<file path="config.mk">
export PLATFORM = sky130hd
export DESIGN_NAME = div_ctrl
export DESIGN_NICKNAME = d
export VERILOG_FILES = /design/src/rtl/div_ctrl.sv
export SDC_FILE = /design/constraint.sdc
export NUM_CORES = 1
export LEC_CHECK = 0
export CAP_MARGIN = 20
export CORE_MARGIN = 2
export CORE_UTILIZATION = 40
export DETAILED_ROUTE_END_ITERATION = 16
export PLACE_DENSITY = 0.64
export SYNTH_ARGS = -nofsm -noshare
export SYNTH_HDL_FRONTEND = slang
export SYNTH_SLANG_ARGS = --single-unit
</file>
<file path="constraint.sdc">
create_clock -name I_CLK -period 4.5 [get_ports I_CLK]
set_input_delay 0.675 -clock I_CLK [delete_from_list [all_inputs] [get_ports I_CLK]]
set_output_delay 0.675 -clock I_CLK [all_outputs]
set_load 0.01 [all_outputs]
</file>
<file path="src/rtl/div_ctrl.sv">
// Programmable clock divider: 50% duty O_CLK, low phase first, with a config
// handshake whose new half-period only takes effect on a period boundary.
module div_ctrl #(
  parameter int CNT_W    = 16,
  parameter int DEF_HALF = 2
) (
  input  logic             I_CLK,
  input  logic             Rst,
  input  logic             run,
  input  logic             cfg_valid,
  input  logic [CNT_W-1:0] cfg_half,
  output logic             cfg_ready,
  output logic             cfg_err,
  output logic             O_CLK,
  output logic             O_TICK,
  output logic             active,
  output logic [CNT_W-1:0] half_cur
);

  typedef enum logic [1:0] {
    IDLE = 2'd0,
    RUN  = 2'd1,
    PEND = 2'd2
  } state_t;

  state_t           state, state_nxt;
  logic [CNT_W-1:0] cnt, cnt_nxt;
  logic [CNT_W-1:0] pend_half, pend_nxt;
  logic [CNT_W-1:0] half_nxt;
  logic             clk_nxt, tick_nxt, err_nxt;
  logic             cfg_take, cfg_zero;
  logic             phase_end, boundary, go_idle;

  assign cfg_ready = (state != PEND);
  assign active    = (state != IDLE);

  // NOTE: registers update with non-blocking assignments so every flop samples pre-edge values.
  always_ff @(posedge I_CLK) begin
    if (Rst) begin
      state     <= IDLE;
      cnt       <= '0;
      O_CLK     <= 1'b0;
      O_TICK    <= 1'b0;
      cfg_err   <= 1'b0;
      half_cur  <= CNT_W'(DEF_HALF);
      pend_half <= '0;
    end else begin
      state     <= state_nxt;
      cnt       <= cnt_nxt;
      O_CLK     <= clk_nxt;
      O_TICK    <= tick_nxt;
      cfg_err   <= err_nxt;
      half_cur  <= half_nxt;
      pend_half <= pend_nxt;
    end
  end

  // NOTE: every output of this block gets a default first, so no path can infer a latch.
  always_comb begin
    cfg_take  = cfg_valid & cfg_ready & (cfg_half != '0);
    cfg_zero  = cfg_valid & cfg_ready & (cfg_half == '0);
    phase_end = (cnt == half_cur - CNT_W'(1));
    boundary  = phase_end & O_CLK;
    // Stop at once while low; while high, only once the high phase has completed.
    go_idle   = ~run & (~O_CLK | phase_end);

    state_nxt = state;
    cnt_nxt   = cnt;
    clk_nxt   = O_CLK;
    tick_nxt  = 1'b0;
    err_nxt   = cfg_zero;
    half_nxt  = half_cur;
    pend_nxt  = pend_half;

    case (state)
      IDLE: begin
        cnt_nxt = '0;
        clk_nxt = 1'b0;
        if (cfg_take) half_nxt = cfg_half;
        if (run) state_nxt = RUN;
      end

      RUN, PEND: begin
        if (go_idle) begin
          state_nxt = IDLE;
          cnt_nxt   = '0;
          clk_nxt   = 1'b0;
        end else if (phase_end) begin
          cnt_nxt  = '0;
          clk_nxt  = ~O_CLK;
          tick_nxt = ~O_CLK;
        end else begin
          cnt_nxt = cnt + CNT_W'(1);
        end

        // A held-back half-period is committed whenever the output is about to
        // sit low at a clean period start: the boundary, or a stop.
        if (state == PEND) begin
          if (go_idle || boundary) begin
            half_nxt = pend_half;
            if (!go_idle) state_nxt = RUN;
          end
        end else if (cfg_take) begin
          if (go_idle) begin
            half_nxt = cfg_half;
          end else begin
            pend_nxt  = cfg_half;
            state_nxt = PEND;
          end
        end
      end

      default: begin
        state_nxt = IDLE;
        cnt_nxt   = '0;
        clk_nxt   = 1'b0;
      end
    endcase
  end

endmodule

</file>
==> metrics.csv, run 1 <==
metric,value,unit
Longest Clk Path Bufs,2,
antenna violations before repair,0,
fin crit period,3.78,ns
hold buffer count at CTS,0,
cell leakage power,1.32,nW
Worst R2R End,pend_half[8]$_SDFFE_PP0P_,
YS warnings,0,
starting density of the core,41.4,%
ratio of cells with drive above 1 in the final layout,7.80,%
synthesized cell area,3200,um^2
Buf/Inv on CP,0,
CTS tree,done,
Async SR Flop Fraction,0,%
Die Wd,93.5,um
vias in the first global route,2582,
min-delay src,pend_half[7]$_SDFFE_PP0P_,
die area,8740,um^2
global placement routability congestion,0.837,
status,"finished, final reports clean",
gr ovfl total,0,
Peak supply drop,0.000151,V
pwr dens,319,nW/um^2
most frequent cells in the layout,"53 x dfxtp_1, 41 x nor2_1, 40 x clkdlybuf4s50_1",
cell accounting for the most synthesized area,dfxtp_1,
CTS sink count,53,
P_int,832,uW
PortBufs,40,
Net Sw Frac,30.7,%
RSZ-0062 raised after global routing,false,
crit-path max cell delay,0.77,ns
worst path required time,4.69,ns
share of the synthesized area in the top cell type,33.1,%
Setup CP Type,flop to flop,
"Seq/Total Area, Yosys",33.1,%
first-pass GRT wire length,12600,um
Comb pwr share,27.4,%
Reg2Reg Setup Slack,0.72,ns
Worst Skew,0.00798,ns
Placement Setup Slack,0.795,ns
CTS Root Cell,clkbuf_8,
crit-path max FO,16,
Main synth FF type,dfxtp_1,
wire per inst,14.7,um
Cells after Synth,382,
final hold vios,0,
Startpoint Class,flop,
n_diodes,0,
Top Ports,41,
CTS H-tree lvls,2,
RR Startpoint,half_cur[5]$_SDFFE_PP0P_,
CP arrival,3.97,ns
sequential group share of total power,44.7,%
clock slew at reported path FFs,0.10,ns
final setup fails,0,
CORE AREA,7730,um^2
fmax,0.264,GHz
"Net Count, Synth",407,
Final Worst Setup Slack,0.716,ns
CTS resizes,0,
Via density,5.49,
antenna-violating nets left,0,
Clk pwr share,27.9,%
Layout Nets,434,
number of synthesized flops with an enable pin,0,
FF-to-FF path depth,7,
cell row count,32,
Crit path max-delay family,simple AND/OR/NAND/NOR gates,
Slew @ Worst Pin,0.786,ns
CP startpoint,half_cur[5]$_SDFFE_PP0P_,
vias,2810,
reported max-cap violation count,0,
die boundary height,93.5,um
crit-path cells,or4_4 -> or4_4 -> a2111oi_0 -> o221ai_1 -> nand4b_1 -> nand3_1 -> a21oi_1,
sw power,369,uW
later-pin clock latency in the skew report,0.31,ns
HPWL Detailed,5420,um
1st-iter DRT viols,128,
hold path depth,2,
Mean Syn Cell Area,8.38,um^2
drt total wl,7540,um
Worst Hold Class,flop to flop,
relative slew slack,47.3,%
"most common cell after layout, fill and taps aside",dfxtp_1,
Area Growth Syn to Fin,17.6,%
WHS Endpoint,pend_half[7]$_SDFFE_PP0P_,
Worst setup EP type,flop,
Pins Over Slew Limit,0,
Residual DRC,0,
Worst path slowest cell,nand4b_1,
total CTS buffers,5,
post-CTS setup buffers,0,
top post-synthesis cells by area,"dfxtp_1 33%, mux2i_1 5.0%, nor2_1 4.8%",
largest net degree at the start of global routing,50,
"most used cell, CP",or4_4,
total iterations of the first detailed-routing run,4,
count of cell types in the netlist,55,
total track usage,17.7,%
Sum Neg Setup Slack,0,ns
period utilization,84.1,%
Yosys reg bits,53,
registers in the layout, summed over array words and instances, names as in the netlist:
register and cells:
cnt 16, half_cur 16, pend_half 16, state 2, O_CLK 1, O_TICK 1
cfg_err 1
cell type report:
class | count | area (um^2)
clock buffer | 6 | 72.6
fill | 760 | 3960
timing repair buffer | 44 | 430
inverter | 10 | 37.5
multi-input combinational | 295 | 2000
sequential | 53 | 1060
tap | 102 | 128
clock inverter | 2 | 38.8
cells in the mapped netlist, types with 5 or more instances:
cell type / instances
o21ai_0: 28
nand3_1: 28
clkbuf_1: 15
mux2_2: 6
nor3_1: 6
a21oi_1: 19
nand2b_1: 7
nor2b_1: 12
mux2i_1: 16
xnor2_1: 16
a211oi_1: 7
nor2_1: 41
xor2_1: 17
nand2_1: 15
mux2_4: 6
nor4_1: 8
dfxtp_1: 53
ha_1: 5
inv_1: 10
and3_1: 5
worst reg2reg max path, stage by stage, from the launching register on:
cell and delay (ns):
dfxtp_1 0.41, or4_4 0.61, or4_4 0.46, a2111oi_0 0.69, o221ai_1 0.32, nand4b_1 0.77, nand3_1 0.32, a21oi_1 0.09
cells by family (layout without fill, tap and decap cells):
group                    Yosys count  count (layout)  synth area share, %
AND/OR/NAND/NOR                  152             152                 25.5
AO/OA/AOI/OAI                     76              76                 15.2
flip-flops                        53              53                 33.1
XOR/XNOR                          34              34                 9.77
buffers and inverters             34              62                 4.49
multiplexers                      28              28                 9.93
adder cells (fa/ha/maj)            5               5                 1.95
how the worst max path moves through the flow:
stage	endpoint	slack (ns)	depth (start not counted)
after global routing	pend_half[9]$_SDFFE_PP0P_	0.36	7
after detailed placement	pend_half[9]$_SDFFE_PP0P_	0.80	7
after floorplan	half_cur[11]$_SDFFE_PP0P_	1.13	13
final	pend_half[8]$_SDFFE_PP0P_	0.72	7
after CTS	pend_half[9]$_SDFFE_PP0P_	0.77	7
after global placement	pend_half[14]$_SDFFE_PP0P_	0.73	7
power groups by stage:
stage | clock network, mW | logic [mW] | registers (mW)
final | 0.335 | 0.329 | 0.537
after global routing | 0.364 | 0.362 | 0.542
after CTS | 0.341 | 0.329 | 0.538
after detailed placement | 0 | 0.326 | 0.549
after global placement | 0 | 0.323 | 0.547
after floorplan | 0 | 0.222 | 0.541
through the flow:
step / cell area (um^2) / util (%) / power, mW / hold WS [ns] / std cells
after floorplan: 3200 / - / 0.763 / 0.449 / 382
after global placement: 3650 / 47.2 / 0.870 / 0.459 / 503
after detailed placement: 3650 / 47.2 / 0.875 / 0.465 / 503
after CTS: 3760 / 48.6 / 1.21 / 0.480 / 511
after global routing: 3760 / 48.7 / 1.27 / 0.506 / 512
final: 3760 / 48.7 / 1.20 / 0.482 / 512
layer usage:
layer	share of wire [%]	wire length, um	global-route usage (%)
met5	0	0	0
met4	0.80	60	4.29
met3	3.3	247	2.90
met2	46	3480	27.6
met1	50	3750	25.4
No activity file was read; power rests on OpenSTA's default activity.
==> run 2: changes to the inputs <==
- clock period: 4.5 -> 3.63 ns (I/O delays scaled with it)
==> run 2 against run 1 <==
Compared with the run above:
- clock power up 9.0%
- register-to-register slack got worse by 0.50 ns
- clock-buffer cell count down 1
- final area is 0.73% higher
- sequential share of layout area is 0.20 points lower
- critical path type unchanged
==> metrics.csv, run 2 (synthesized netlist as in run 1, its figures left out) <==
metric,value,unit,change
status,"finished, final reports clean",,
sequential group share of total power,45.0,%,+0.3 points
final cell count without fillers,518,,+1.2%
sw power,481,uW,+30%
DP Area,3700,um^2,+1.4%
Placement Setup Slack,0.267,ns,-0.529 ns
Top Ports,41,,unchanged
Sum Neg Setup Slack,0,ns,unchanged
crit-path max cell delay,0.59,ns,-0.18 ns
Net Sw Frac,33.1,%,+2.4 points
antenna-violating nets left,0,,unchanged
Crit path max-delay family,simple AND/OR/NAND/NOR gates,,
post-CTS setup buffers,0,,unchanged
cell leakage power,1.34,nW,+1.5%
first-pass GRT wire length,13200,um,+4.4%
final setup fails,0,,unchanged
Residual DRC,0,,unchanged
PortBufs,40,,unchanged
P_int,973,uW,+17%
RSZ-0062 raised after global routing,false,,
gr ovfl total,0,,unchanged
Via density,5.49,,+0.11%
starting density of the core,41.4,%,unchanged
later-pin clock latency in the skew report,0.33,ns,+0.02 ns
period utilization,94.0,%,+9.9 points
fmax,0.293,GHz,+11%
drt total wl,7900,um,+4.8%
antenna violations before repair,0,,unchanged
n_diodes,0,,unchanged
final hold vios,0,,unchanged
Worst path slowest cell,a2111oi_0,,
worst path required time,3.85,ns,-0.84 ns
"most common cell after layout, fill and taps aside",dfxtp_1,,
Most Crowded Layer GR,met2,,
clock slew at reported path FFs,0.11,ns,about the same
vias,2846,,+1.3%
crit-path max FO,16,,unchanged
Comb pwr share,29.9,%,+2.5 points
vias in the first global route,2670,,+3.4%
Layout Nets,440,,+1.4%
CP arrival,3.63,ns,-0.34 ns
Worst setup EP type,flop,,
hold buffer count at CTS,0,,unchanged
Area Growth Syn to Fin,18.4,%,
die area,8740,um^2,unchanged
Longest Clk Path Bufs,2,,unchanged
"Design Area, Final",3790,um^2,+0.73%
reported max-cap violation count,0,,unchanged
total iterations of the first detailed-routing run,4,,unchanged
1st-iter DRT viols,177,,+38%
ratio of cells with drive above 1 in the final layout,9.38,%,+1.6 points
die boundary height,93.5,um,unchanged
top flop regs,"cnt (16), half_cur (16), pend_half (16)",,
Buf/Inv on CP,0,,unchanged
Startpoint Class,flop,,
Final Worst Setup Slack,0.219,ns,-0.498 ns
fin crit period,3.41,ns,-0.372 ns
Worst Hold Class,flop to flop,,
wire per inst,15.2,um,+3.6%
total CTS buffers,5,,unchanged
cell row count,32,,unchanged
CTS tree,done,,
global placement routability congestion,0.874,,+4.3%
Post-Place Cells,510,,+1.4%
Setup CP Type,flop to flop,,
largest net degree at the start of global routing,43,,-14%
met1 GRT Util,25.6,%,+0.20 points
total track usage,18.8,%,+1.1 points
crit-path cells,or4_4 -> or4_4 -> a2111oi_0 -> o221ai_1 -> and4b_1 -> o21ai_4 -> mux2_4,,
relative slew slack,53.5,%,+6.1 points
Slew @ Worst Pin,0.694,ns,-0.0920 ns
CORE AREA,7730,um^2,unchanged
GR met2 Demand/Resource,30.7,%,+3.1 points
met3 GRT Util,3.46,%,+0.56 points
pwr dens,384,nW/um^2,+20%
CTS sink count,53,,unchanged
CTS H-tree lvls,2,,unchanged
"most used cell, CP",or4_4,,
CTS resizes,0,,unchanged
CTS Root Cell,clkbuf_8,,
Worst Skew,0.00794,ns,-0.0000388 ns
most frequent cells in the layout,"53 x dfxtp_1, 41 x nor2_1, 40 x clkdlybuf4s50_1",,
Clk pwr share,25.1,%,-2.8 points
HPWL Detailed,5690,um,+5.0%
Die Wd,93.5,um,unchanged
Peak supply drop,0.000180,V,+19%
Pins Over Slew Limit,0,,unchanged
==> run 2: cell count changes in the layout (fill, tap and decap cells not counted) <==
cell | before | now
buf_4 | 4 | 10
bufinv_16 | 1 | 0
clkbuf_1 | 1 | 0
clkinv_4 | 1 | 0
clkinvlp_4 | 0 | 1
inv_6 | 0 | 2
==> run 2: layout make-up <==
| cell class | count | area, um^2 |
|---|---|---|
| fill | 742 | 3940 |
| multi-input combinational | 295 | 2000 |
| sequential | 53 | 1060 |
| timing repair buffer | 50 | 475 |
| tap | 102 | 128 |
| clock buffer | 5 | 68.8 |
| inverter | 10 | 37.5 |
| clock inverter | 3 | 25.0 |
==> run 2: worst paths after layout <==
check | start | end | slack, ns | cells after the start
max | half_cur[7]$_SDFFE_PP0P_ | half_cur[8]$_SDFFE_PP0P_ | 0.22 | 7
min | pend_half[1]$_SDFFE_PP0P_ | pend_half[1]$_SDFFE_PP0P_ | 0.48 | 2
max reg2reg | half_cur[7]$_SDFFE_PP0P_ | half_cur[8]$_SDFFE_PP0P_ | 0.22 | 7
min reg2reg | pend_half[1]$_SDFFE_PP0P_ | pend_half[1]$_SDFFE_PP0P_ | 0.48 | 2
==> run 2: power by group through the flow <==
stage	logic [mW]	registers, mW	clock network [mW]
after CTS	0.436	0.654	0.376
after detailed placement	0.434	0.667	0
after global placement	0.429	0.666	0
final	0.435	0.654	0.365
after global routing	0.476	0.660	0.397
after floorplan	0.275	0.671	0
==> run 2: routing by layer <==
metal  share of wire [%]  vias up
li1                    -     1429
met1                  48     1364
met2                  47       47
met3                 3.6        6
met4                 1.1        0
met5                   0        -
==> run 2: worst min-delay path, stage by stage, from the launching register on <==
cell	delay, ns
dfxtp_1	0.32
o21ai_0	0.06
a21oi_1	0.06
==> run 2: per-stage QoR <==
| step | total power, mW | utilization (%) | hold WS [ns] |
|---|---|---|---|
| 2_1_floorplan | 0.946 | - | 0.449 |
| 3_3_place_gp | 1.09 | 47.9 | 0.458 |
| 3_5_place_dp | 1.10 | 47.9 | 0.464 |
| 4_1_cts | 1.47 | 49.1 | 0.479 |
| 5_1_grt | 1.53 | 49.1 | 0.497 |
| 6_report | 1.45 | 49.1 | 0.481 |
